===== src/rtl/fmap_bconv_pool_unit_pkg.sv =====
// Shared defaults and layout helpers for the binary conv + max-pool stage.
// Patch and weight bits are packed row-major, with the channel index innermost.
package fmap_bconv_pool_unit_pkg;

    localparam int unsigned DEF_H        = 8;
    localparam int unsigned DEF_W        = 8;
    localparam int unsigned DEF_D        = 2;
    localparam int unsigned DEF_K        = 4;
    localparam int unsigned DEF_FH       = 3;
    localparam int unsigned DEF_FW       = 3;
    localparam int unsigned DEF_POOL_H   = 2;
    localparam int unsigned DEF_POOL_W   = 2;
    localparam int unsigned DEF_PAD      = 1;
    localparam int unsigned DEF_STRIDE_H = 1;
    localparam int unsigned DEF_STRIDE_W = 1;

    function automatic int unsigned cnt_width(input int unsigned nw);
        return $clog2(nw + 1);
    endfunction

    function automatic int unsigned num_windows(
        input int unsigned h, input int unsigned w, input int unsigned pad,
        input int unsigned fh, input int unsigned fw,
        input int unsigned sh, input int unsigned sw,
        input int unsigned ph, input int unsigned pw
    );
        return (((h + 2 * pad - fh) / sh + 1) / ph) * (((w + 2 * pad - fw) / sw + 1) / pw);
    endfunction

    // Bit index of (row, col, channel) in a row-major array row_w pixels wide.
    function automatic int unsigned pix_bit(
        input int unsigned r, input int unsigned c, input int unsigned d,
        input int unsigned row_w, input int unsigned depth
    );
        return (r * row_w + c) * depth + d;
    endfunction

    localparam int unsigned DEF_NW      = DEF_FH * DEF_FW * DEF_D;
    localparam int unsigned DEF_CNT_W   = cnt_width(DEF_NW);
    localparam int unsigned DEF_NUM_WIN = num_windows(DEF_H, DEF_W, DEF_PAD, DEF_FH, DEF_FW,
                                                      DEF_STRIDE_H, DEF_STRIDE_W,
                                                      DEF_POOL_H, DEF_POOL_W);

endpackage


===== src/rtl/fmap_bconv_pool_unit_bpopcount.sv =====
// Combinational population count of an N-bit vector.
module fmap_bconv_pool_unit_bpopcount #(
    parameter int unsigned N     = 18,
    parameter int unsigned CNT_W = $clog2(N + 1)
) (
    input  logic [N-1:0]     bits,
    output logic [CNT_W-1:0] count
);

    always_comb begin
        count = '0;
        for (int i = 0; i < N; i++) begin
            count = count + CNT_W'(bits[i]);
        end
    end

endmodule


===== src/rtl/fmap_bconv_pool_unit.sv =====
// Binary convolution + OR max-pool over one pooling-window patch per cycle.
// Three stages: XNOR vectors, popcounts, threshold/OR into the K-bit output pixel.
module fmap_bconv_pool_unit
    import fmap_bconv_pool_unit_pkg::*;
#(
    parameter int unsigned H        = DEF_H,
    parameter int unsigned W        = DEF_W,
    parameter int unsigned D        = DEF_D,
    parameter int unsigned K        = DEF_K,
    parameter int unsigned FH       = DEF_FH,
    parameter int unsigned FW       = DEF_FW,
    parameter int unsigned POOL_H   = DEF_POOL_H,
    parameter int unsigned POOL_W   = DEF_POOL_W,
    parameter int unsigned PAD      = DEF_PAD,
    parameter int unsigned STRIDE_H = DEF_STRIDE_H,
    parameter int unsigned STRIDE_W = DEF_STRIDE_W,
    localparam int unsigned IN_WINDOW_H = (POOL_H - 1) * STRIDE_H + FH,
    localparam int unsigned IN_WINDOW_W = (POOL_W - 1) * STRIDE_W + FW,
    localparam int unsigned IN_BITS     = IN_WINDOW_H * IN_WINDOW_W * D,
    localparam int unsigned NW          = FH * FW * D,
    localparam int unsigned CNT_W       = cnt_width(NW),
    localparam int unsigned AW          = (K > 1) ? $clog2(K) : 1
) (
    input  logic               clk,
    input  logic               rst,
    input  logic               in_en,
    input  logic [IN_BITS-1:0] data_in,
    input  logic               cfg_we,
    input  logic [AW-1:0]      cfg_addr,
    input  logic [NW-1:0]      cfg_weight,
    input  logic [CNT_W-1:0]   cfg_thr,
    output logic               out_en,
    output logic [K-1:0]       data_out,
    output logic               frame_done
);

    localparam int unsigned NP      = POOL_H * POOL_W;
    localparam int unsigned NUM_WIN = num_windows(H, W, PAD, FH, FW, STRIDE_H, STRIDE_W,
                                                  POOL_H, POOL_W);
    localparam int unsigned WIN_W   = (NUM_WIN > 1) ? $clog2(NUM_WIN) : 1;

    logic [NW-1:0]    weight_q [K];
    logic [CNT_W-1:0] thr_q    [K];
    logic [CNT_W-1:0] thr_s1_q [K];
    logic [CNT_W-1:0] thr_s2_q [K];

    logic [NW-1:0]    sub_win  [NP];
    logic [NW-1:0]    xnor_d   [K][NP];
    logic [NW-1:0]    xnor_q   [K][NP];
    logic [CNT_W-1:0] cnt_d    [K][NP];
    logic [CNT_W-1:0] cnt_q    [K][NP];
    logic [K-1:0]     pooled;

    logic             v1_q, v2_q;
    logic [WIN_W-1:0] win_cnt_q;
    logic             win_last;
    logic             cfg_hit;

    assign cfg_hit  = cfg_we && (32'(cfg_addr) < K);
    assign win_last = (win_cnt_q == WIN_W'(NUM_WIN - 1));

    // Gather each conv position's FHxFW sub-window into filter bit order.
    always_comb begin
        for (int p = 0; p < NP; p++) begin
            sub_win[p] = '0;
        end
        for (int pr = 0; pr < POOL_H; pr++) begin
            for (int pc = 0; pc < POOL_W; pc++) begin
                for (int r = 0; r < FH; r++) begin
                    for (int c = 0; c < FW; c++) begin
                        for (int d = 0; d < D; d++) begin
                            sub_win[pr * POOL_W + pc][pix_bit(r, c, d, FW, D)] =
                                data_in[pix_bit(pr * STRIDE_H + r, pc * STRIDE_W + c, d,
                                                IN_WINDOW_W, D)];
                        end
                    end
                end
            end
        end
    end

    always_comb begin
        for (int k = 0; k < K; k++) begin
            for (int p = 0; p < NP; p++) begin
                xnor_d[k][p] = ~(sub_win[p] ^ weight_q[k]);
            end
        end
    end

    for (genvar k = 0; k < K; k++) begin : g_filt
        for (genvar p = 0; p < NP; p++) begin : g_pos
            fmap_bconv_pool_unit_bpopcount #(
                .N     (NW),
                .CNT_W (CNT_W)
            ) u_pop (
                .bits  (xnor_q[k][p]),
                .count (cnt_d[k][p])
            );
        end
    end

    always_comb begin
        pooled = '0;
        for (int k = 0; k < K; k++) begin
            for (int p = 0; p < NP; p++) begin
                pooled[k] = pooled[k] | (cnt_q[k][p] >= thr_s2_q[k]);
            end
        end
    end

    always_ff @(posedge clk or posedge rst) begin
        if (rst) begin
            for (int k = 0; k < K; k++) begin
                weight_q[k] <= '0;
                thr_q[k]    <= '0;
            end
        end else if (cfg_hit) begin
            weight_q[cfg_addr] <= cfg_weight;
            thr_q[cfg_addr]    <= cfg_thr;
        end
    end

    // Thresholds travel with the patch so a same-edge config write cannot
    // change the compare of a patch already captured in S1.
    always_ff @(posedge clk or posedge rst) begin
        if (rst) begin
            v1_q <= 1'b0;
            v2_q <= 1'b0;
            for (int k = 0; k < K; k++) begin
                thr_s1_q[k] <= '0;
                thr_s2_q[k] <= '0;
                for (int p = 0; p < NP; p++) begin
                    xnor_q[k][p] <= '0;
                    cnt_q[k][p]  <= '0;
                end
            end
        end else begin
            v1_q <= in_en;
            v2_q <= v1_q;
            if (in_en) begin
                xnor_q   <= xnor_d;
                thr_s1_q <= thr_q;
            end
            if (v1_q) begin
                cnt_q    <= cnt_d;
                thr_s2_q <= thr_s1_q;
            end
        end
    end

    always_ff @(posedge clk or posedge rst) begin
        if (rst) begin
            out_en     <= 1'b0;
            frame_done <= 1'b0;
            data_out   <= '0;
            win_cnt_q  <= '0;
        end else begin
            out_en     <= v2_q;
            frame_done <= v2_q && win_last;
            if (v2_q) begin
                data_out  <= pooled;
                win_cnt_q <= win_last ? '0 : win_cnt_q + WIN_W'(1);
            end
        end
    end

endmodule


===== config.mk =====
export PLATFORM = sky130hd
export DESIGN_NAME = fmap_bconv_pool_unit
export DESIGN_NICKNAME = d
export VERILOG_FILES = /design/src/rtl/fmap_bconv_pool_unit_pkg.sv /design/src/rtl/fmap_bconv_pool_unit_bpopcount.sv /design/src/rtl/fmap_bconv_pool_unit.sv
export SDC_FILE = /design/constraint.sdc
export NUM_CORES = 2
export LEC_CHECK = 0
export CORE_MARGIN = 8
export CORE_UTILIZATION = 45
export CTS_BUF_LIST = sky130_fd_sc_hd__clkbuf_4 sky130_fd_sc_hd__clkbuf_8
export DETAILED_ROUTE_END_ITERATION = 8
export GPL_TIMING_DRIVEN = 0
export PLACE_DENSITY = 0.73
export SETUP_SLACK_MARGIN = 0.15
export SYNTH_ARGS = -nofsm -noshare
export SYNTH_HDL_FRONTEND = slang
export SYNTH_SLANG_ARGS = --single-unit

===== constraint.sdc =====
create_clock -name clk -period 17.75 [get_ports clk]
set_clock_uncertainty 0.15 [all_clocks]
set_input_delay 4.4375 -clock clk [delete_from_list [all_inputs] [get_ports clk]]
set_output_delay 4.4375 -clock clk [all_outputs]
set_load 0.01 [all_outputs]

# [Word level (Yosys, flattened, before mapping)]
# Index checks and enable logic that the tools add are counted.
[classes] addsub=273 mul=0 n_div=0 n_lt_le_gt_ge=18 eq_ne=1 n_shift=0 mux=7 bitwise_logic=45 n_reduce_logical=2
[ops] op="$add A5 B1 Y5" count=256
[ops] op="$not A18 Y18" count=16
[ops] op="$xor A18 B18 Y18" count=16
[ops] op="$ge A5 B5 Y1" count=16
[ops] op="$bwmux W72" count=1
[ops] op="$demux W18 S2" count=1
[ops] op="$add A1 B1 Y2" count=16
[ops] op="$bwmux W20" count=1
[ops] op="$mux W18" count=1
[ops] op="$or A1 B1 Y1" count=12
[ops] op="$demux W5 S2" count=1
[ops] op="$mux W5" count=1
[ops] op="$add A4 B1 Y4 const B" count=1
[ops] op="$eq A4 B4 Y1 const B" count=1
[ops] op="$mux W4" count=1
[ops] op="$ge A3 B3 Y1 const B" count=1
[ops] op="$lt A3 B1 Y1 const B" count=1
[ops] op="$not A2 Y3" count=1
[ops] op="$logic_and A1 B1 Y1" count=2
[totals] regBits=512 latchBits=0 mem_bits_rw=0 rom_bits=0 in_bits=61 out_inout_bits=6 wordCells=400 n_memories=0

# [Logic depth before layout (Yosys ltp)]
[depth] ltp_word=17 mapped_depth=14 ltp_nobuf=14

# [Modules after synthesis]
# Synthesis repeated with hierarchy kept, for this count alone.
[hier_totals] hier_cells=2497 area_unflattened_um2=30534.3
[by_module_without_submodules] mod="fmap_bconv_pool_unit" n_inst=1 cells_per_inst=1729 area_each_um2=23507.5 seq_area_each_um2=12812.3
[by_module_without_submodules] mod="fmap_bconv_pool_unit_bpopcount" n_inst=16 cells_per_inst=48 area_each_um2=439.2 seq_area_each_um2=0.0

# [Worst setup path before layout]
# Ideal clock, no wire load.
[synth_path] path_type="input to register" start="input in_en" end="register xnor_q[102] (netlist name)" setup_time_ps=125 arrival_time_ps=5290 required_time_ps=17475 path_slack_ps=12185 path_stages=5 n_path_buf=4 cell_sequence="buf_2 > buf_6 > buf_6 > buf_6 > mux2_2"
[synth_lines] element="start, declared" line_no="fmap_bconv_pool_unit.sv:26" rtl="input logic in_en,"
[synth_lines] element="end signal, assigned" line_no="fmap_bconv_pool_unit.sv:141" rtl="xnor_q <= xnor_d;"
[synth_lines] element="end, declared" line_no="fmap_bconv_pool_unit.sv:49" rtl="logic [NW-1:0] xnor_q [K][NP];"
# No word-level cell between the ends.

# [Worst setup path after layout]
[layout_path] start="register data_out[2]" end="output data_out[2]"
[layout_lines] element="start, declared" line_no="fmap_bconv_pool_unit.sv:33" rtl="output logic [K-1:0] data_out,"
[layout_lines] element="start signal, assigned" line_no="fmap_bconv_pool_unit.sv:161" rtl="data_out <= pooled;"
# No word-level cell between the ends.

==> metrics <==
ratio of cells with drive above 1 in the final layout=18.35%; largest net degree at the start of global routing=44; DP Worst Slack=10890 ps; gr usage total=20.66%; Seq cells post-synth=512; setup TNS=0 ps; main combinational cell family by area after synthesis=adder cells; Synthesis Warnings=0; filler instances=roughly 5.7k; post-synthesis simple-gate area fraction=3.708%; critical path's top delay family=buffers and inverters; post-synthesis async set-or-reset flop share=100.0%; setup bufs post-CTS=0; Vias=18.83k; Post-Route WL=76740 µm; num rows=94; Iteration-0 DRC Markers=1317; Pins Over Slew Limit=0; Fmax=~160 MHz; CTS Buffer Depth=3; commonest cells after routing, fill and taps aside=dfrtp_1 (512), inv_1 (406), xnor2_1 (322); # port buffers=34; fin cells=3713; placed cell count=between 3k and 4k; CTS clock-pin slew for the worst setup and hold paths=roughly 60 ps; Chip Height=274.3 µm; Initial Util=45.59%; Detail Route Antenna Nets=0; worst-path cell chain=clkdlybuf4s50_1; RSZ-0062 raised after global routing=no; leading area contributor after synthesis=dfrtp_1; Synth Net Count=3061; critical path capture point type=output pin; portion of netlist area occupied by mux cells=about 11%; Die Area=75260 µm²; crit path kind=reg2out; slowest library cell on the worst path=clkdlybuf4s50_1; synth unique cells=30; sequential cell area fraction in the yosys report=42.66%; first-pass GRT wire length=roughly 120000 µm; CTS tree=done; Setup-failing EPs final=0; top post-synthesis cells by area=dfrtp_1 (43%), fa_1 (13%), mux2_2 (10%), xnor2_1 (9.4%), ha_1 (6.7%); Post-synth EDFFs=0; Total Nets Final=around 3.2k; vias in the first global route=19.79k; Synth-to-Final Area Change=11.57%; # IOs=67; DRC errors left=0; Synth Area per Inst=11.34 µm²; post-route setup slack=11520 ps; clock latency on the worst-skew pair=700 ps; CP Launch Type=register; headroom to the max-slew limit=18.78%; Synth Instances=about 2.6k; Post-CTS Hold Buffers=0; minimum period implied by the final worst setup slack=6230 ps; adder-cell share of the synthesized area=slightly below 20%; Mapped Area=approximately 30000 µm²; GR Overflow Total=0; CTS root buf=clkbuf_8; routed len/inst=between 20 and 25 µm; Vias/cell=5.071; routability cong.=0.8718; TritonRoute pass-1 iters=5; maxcap violations=0; Hold Vio Cnt, Final=0; crit path DAT=about 1600 ps; cts repair resizes=0; Hold/Removal Path Class=reg2reg; critical path's largest stage delay=580 ps; crit path max fanout=2; Worst EP required=13160 ps; die width=between 200 and 300 µm; Final Cycle Share=35.10%; CTS buffer count=between 80 and 90; outcome=finished clean; # clock sinks=512; post-synth top area share=roughly 43%; initial antenna violation count=13; CTS H-tree depth=3; compound-cell area share of the yosys netlist=5.350%; Buf+Inv Stages, Crit Path=1; hold slack=225.1 ps; worst slew pin tran=1218 ps; most common cell after layout, fill and taps aside=dfrtp_1; Post-Synth XOR/XNOR Area=9.391%; HPWL after detailed placement=59500 µm; Core ar.=~66000 µm²; top_reg_cell synth=dfrtp_1
-- worst paths after layout --
path | from | endpoint | slack [ps] | depth (start not counted)
hold / removal | v1_q | v2_q | 230 | 0
min in group asynchronous | rst | thr_s1_q[2] | 4060 | 2
setup reg to reg | xnor_q[72] | cnt_q[22] | 13320 | 12
max in group asynchronous | rst | xnor_q[268] | 11670 | 7
setup / recovery | data_out[2] | data_out[2] | 11520 | 1
hold reg to reg | v1_q | v2_q | 230 | 0
-- registers in the layout, summed over array words and instances, names as in the netlist --
register and flops:
cnt_q 80, data_out 4, frame_done 1, out_en 1, thr_q 20, thr_s1_q 20, thr_s2_q 20, v1_q 1
v2_q 1, weight_q 72, win_cnt_q 4, xnor_q 288
-- logic make-up (layout without fill, tap and decap cells) --
kind of cell | after synthesis | in the layout
xor gates and xnor gates | 322 | 322
other | 0 | 10
DFF | 512 | 512
and+or+nand+nor | 264 | 264
muxes | 302 | 302
buffers and inverters | 596 | 788
adders and majority gates | 353 | 353
AOI/OAI and AO/OA | 298 | 298
-- Yosys cell counts (2+ instances only) --
cell	count
buf_4	20
nand2_1	199
fa_1	192
nor4_1	4
nor2b_1	23
nand3_1	5
mux2i_1	23
buf_6	9
a21o_1	16
nand2b_1	8
a222oi_1	4
nand3b_1	2
a21oi_1	50
buf_2	41
inv_1	407
clkbuf_2	13
ha_1	161
o21ai_0	199
mux2_2	278
o211ai_1	15
dfrtp_1	512
clkbuf_1	35
nand4_1	5
a31oi_1	12
buf_1	71
xnor2_1	322
o22ai_1	2
nor2_1	17
-- through the flow --
step / cell area [µm²] / util [%]
floorplan: 30030 / -
finish: 33510 / 50.87
detailed placement: 31720 / 48.15
global placement: 31460 / 47.76
CTS: 33480 / 50.83
global route: 33490 / 50.84
-- layout make-up --
cell class                 count  area, µm²  area share, %
multi-input combinational   1539      14770          44.08
sequential                   512      12810          38.24
clock buffer                 137       1704          5.086
inverter                     407       1531          4.571
tap                          864       1081          3.226
buffer                       189      919.6          2.745
timing repair buffer          47      600.6          1.792
clock inverter                 8      61.31         0.1830
antenna                       10      25.02        0.07469
-- per-layer routing --
metal	up-vias	share of wire, %	GRT usage (%)
met5	-	0.057	0
met4	6	2.8	6.780
met3	138	8.2	5.349
met2	577	46	32.37
met1	9519	43	27.87
li1	8588	-	-
Power is not shown: default switching activity piles up to over one toggle a cycle in this logic, so the estimate is an artifact.
